==> src/rtl/compress7_3.sv <==
// compress7_3: 7-input ones counter built as a carry-save tree, with an optional registered copy.
// Ports:
//   clk       rising-edge clock
//   rst_n     asynchronous active-low reset
//   in        7 operand bits to count
//   in_valid  qualifies in for the registered path
//   out       combinational count of ones in in (0..7)
//   out_q     registered count, loaded when in_valid is high
//   out_valid high for the cycle after a captured in_valid
//   err       sticky tree-vs-reference mismatch flag
// Optional feature: define COMPRESS7_3_SELFCHECK_EN to build the self-check comparator;
// otherwise err is tied low.
module compress7_3 (
    input  logic       clk,
    input  logic       rst_n,
    input  logic [6:0] in,
    input  logic       in_valid,
    output logic [2:0] out,
    output logic [2:0] out_q,
    output logic       out_valid,
    output logic       err
);
    function automatic logic [1:0] fa(input logic a, input logic b, input logic c);
        return {(a & b) | (a & c) | (b & c), a ^ b ^ c};
    endfunction
    logic [1:0] fa0, fa1, fa2, fa3;
    always_comb begin
        fa0 = fa(in[0], in[1], in[2]);
        fa1 = fa(in[3], in[4], in[5]);
        fa2 = fa(fa0[0], fa1[0], in[6]);
        fa3 = fa(fa0[1], fa1[1], fa2[1]);
        out = {fa3[1], fa3[0], fa2[0]};
    end
    always_ff @(posedge clk or negedge rst_n) begin
        if (!rst_n) begin
            out_q     <= 3'b000;
            out_valid <= 1'b0;
        end else begin
            out_valid <= in_valid;
            if (in_valid) out_q <= out;
        end
    end
`ifdef COMPRESS7_3_SELFCHECK_EN
    // Reference is a plain bit-by-bit sum, independent of the adder tree above.
    logic [2:0] ref_sum;
    logic       err_q;
    always_comb begin
        ref_sum = 3'b000;
        for (int i = 0; i < 7; i++) ref_sum = ref_sum + {2'b00, in[i]};
    end
    always_ff @(posedge clk or negedge rst_n) begin
        if (!rst_n) err_q <= 1'b0;
        else if (in_valid && (out != ref_sum)) err_q <= 1'b1;
    end
    assign err = err_q;
`else
    assign err = 1'b0;
`endif
endmodule

==> config.mk <==
export PLATFORM = sky130hd
export DESIGN_NAME = compress7_3
export DESIGN_NICKNAME = d
export VERILOG_FILES = /design/src/rtl/compress7_3.sv
export SDC_FILE = /design/constraint.sdc
export NUM_CORES = 1
export LEC_CHECK = 0
export CORE_AREA = 2 2 39 41
export DETAILED_ROUTE_END_ITERATION = 8
export DIE_AREA = 0 0 41 43
export PLACE_DENSITY = 0.47
export SKIP_LAST_GASP = 1
export SLEW_MARGIN = 20
export SYNTH_ARGS = -nofsm -noshare
export SYNTH_HDL_FRONTEND = slang
export SYNTH_SLANG_ARGS = --single-unit
==> constraint.sdc <==
create_clock -name clk -period 3.07 [get_ports clk]
set_clock_uncertainty 0.2 [all_clocks]
set_input_delay 0.614 -clock clk [delete_from_list [all_inputs] [get_ports clk]]
set_output_delay 0.614 -clock clk [all_outputs]
set_load 0.02 [all_outputs]
==> flow_summary.toml <==
[status]
outcome = "finished with violations"
violations = "negative setup slack"

[drt]
ant_nets = 0
vias = 213
drcViolationCount = 0
drt-initial-drc-count = 0
wire_per_inst_um = 11.3
vias_per_cell = 3.61
first_pass_iters = 1
wirelength_um = 667

[clock_network]
insertion_delay_ns = 0.23
cts_buffer_depth = 2
path_clk_slew_ns = 0.04
clock-sinks = 4
htreeDepth = 1
cts_root_buf = "clkbuf_4"
tritoncts = "yes"
cts_buffers = 3

[yosys]
synth_top_area_cell = "dfrtp_1"
synth_area_leaders = "dfrtp_1 (39%), fa_1 (31%), mux2_2 (13%)"
netlist_instances = 21
yosysTopAreaCellShare_pct = 39.2
syn-num-nets = 35
yosysUniqueCellTypes = 6
synth_seq_cells = 4
syn_area_per_cell_um2 = 12.2
ys_warn_count = 0
synth_seq_area_share_pct = 39.2
syn_area_um2 = 255

[grt]
track_usage_pct = 9.11
grt_pass1_vias = 267
grt_max_degree = 5
overflow = 0
antenna_found_initial = 0
grt_pass1_wl_mm = 1.02

[placed_design]
place_ws_ns = -0.883
gp_congestion = 0.593
placed_area_um2 = 450
place_hpwl_um = 576
portBuffers = 16

[pwr]
peakVddDrop_uv = 241
p_leak_uw = 0.000234
power_uw = 296
power_per_cell_area_nw_per_um2 = 634

[setup_path]
rrSetupSlack_ns = 2.11
path_max_fanout = 2
worstPathRequired_ns = 2.26
endpoint_kind = "output pin"
timing.rr.start = "out_q[2]"
rr_worst_depth = 1
cp.arrival_ns = 2.27
worst_setup_path_start_kind = "input port"
r2r_end = "out_q[2]"
worstSetupPathType = "input port to output pin"
cp-startpoint = "in[4]"
crit_end = "out[1]"

[die]
ioPinCount = 18
dieHeight_um = 43
start_util_pct = 18.4
die_area_um2 = 1760
rows = 14
core_um2 = 1380
die_w_um = 41

[final_layout]
synthToLayoutAreaGrowth_pct = 82.8
final_cell_area_um2 = 467
antennaDiodeCount = 0
fillerInstances = 157
final_common_cell = "clkdlybuf4s50_1"
layout-drive-gt1-share_pct = 53.5
finalNetCount = 59

[timing]
clock.fmax_mhz = 325
holdWs_ns = 0.319
period_minus_slack_ns = 3.08
setup_ws_ns = -0.0102
setup_viol = 1
hold_viol = 0
rsz0062_at_grt = "yes"
finalCritPeriodShare_pct = 100
tns_ns = -0.0102
report.final.slew_viol_count = 0

[hold_path]
worstHoldStart = "out_q[1]"
hold_class = "flip-flop to flip-flop"

[run]
drv_cap = 0
==> metal layers <==
| metal | global-route usage, % | wire length [um] |
|---|---|---|
| met1 | 9.24 | 236 |
| met5 | 0 | 0 |
| met3 | 2.62 | 89 |
| met4 | 6.00 | 0 |
| met2 | 15.0 | 341 |
==> how the worst min path moves through the flow <==
stage / slack, ns / cells past startpoint / end
2_1_floorplan: 0.12 / 0 / out_q[0]
3_3_place_gp: 0.30 / 1 / out_q[2]
3_5_place_dp: 0.30 / 1 / out_q[1]
4_1_cts: 0.32 / 1 / out_q[1]
5_1_grt: 0.35 / 1 / out_q[2]
6_report: 0.32 / 1 / out_q[1]
==> cells by family after synthesis <==
group | share of synthesized area, %
fa+ha+maj | 31.4
buf+inv | 14.7
flops | 39.2
mux | 13.2
other cells | 1.47
==> worst max-delay path, stage by stage <==
cell and delay (ns):
buf_6 0.09, fa_1 0.54, inv_2 0.04, fa_2 0.33, inv_2 0.06, fa_1 0.43
buf_6 0.15
==> area by class of cell <==
class                   count  area [um^2]  area share, %
repair buffers             20          174           37.3
multi-input cells           8          120           25.7
flip-flops and latches      4          100           21.4
inverters                   8         30.0           6.43
clock buffers               3         22.5           4.83
well taps                  16         20.0           4.29
==> registers in the layout, indices dropped and copies added (netlist names) <==
register,cells
out_q,3
out_valid,1
==> through the flow <==
| step | utilization (%) | instances |
|---|---|---|
| 2_1_floorplan | - | 21 |
| 3_3_place_gp | 32.5 | 55 |
| 3_5_place_dp | 32.5 | 55 |
| 4_1_cts | 33.6 | 59 |
| 5_1_grt | 33.7 | 59 |
| 6_report | 33.7 | 59 |
==> cells in the mapped netlist <==
cell type / instances
conb_1: 1
mux2_2: 3
dfrtp_1: 4
fa_1: 4
buf_4: 1
inv_1: 8
==> power breakdown <==
part,switching (uW),internal [uW]
sequential,7.20,66.8
combinational,71.5,84.9
clock,21.9,43.8
total,101,195
==> what timing repair did <==
item                       4_1_cts  5_1_grt
setup endpoints to repair        3        2
hold buffers                     0        0
setup buffers                    1        0
resized for setup               37        5
pin swaps                        4        4
(Power assumes the default switching activity.)
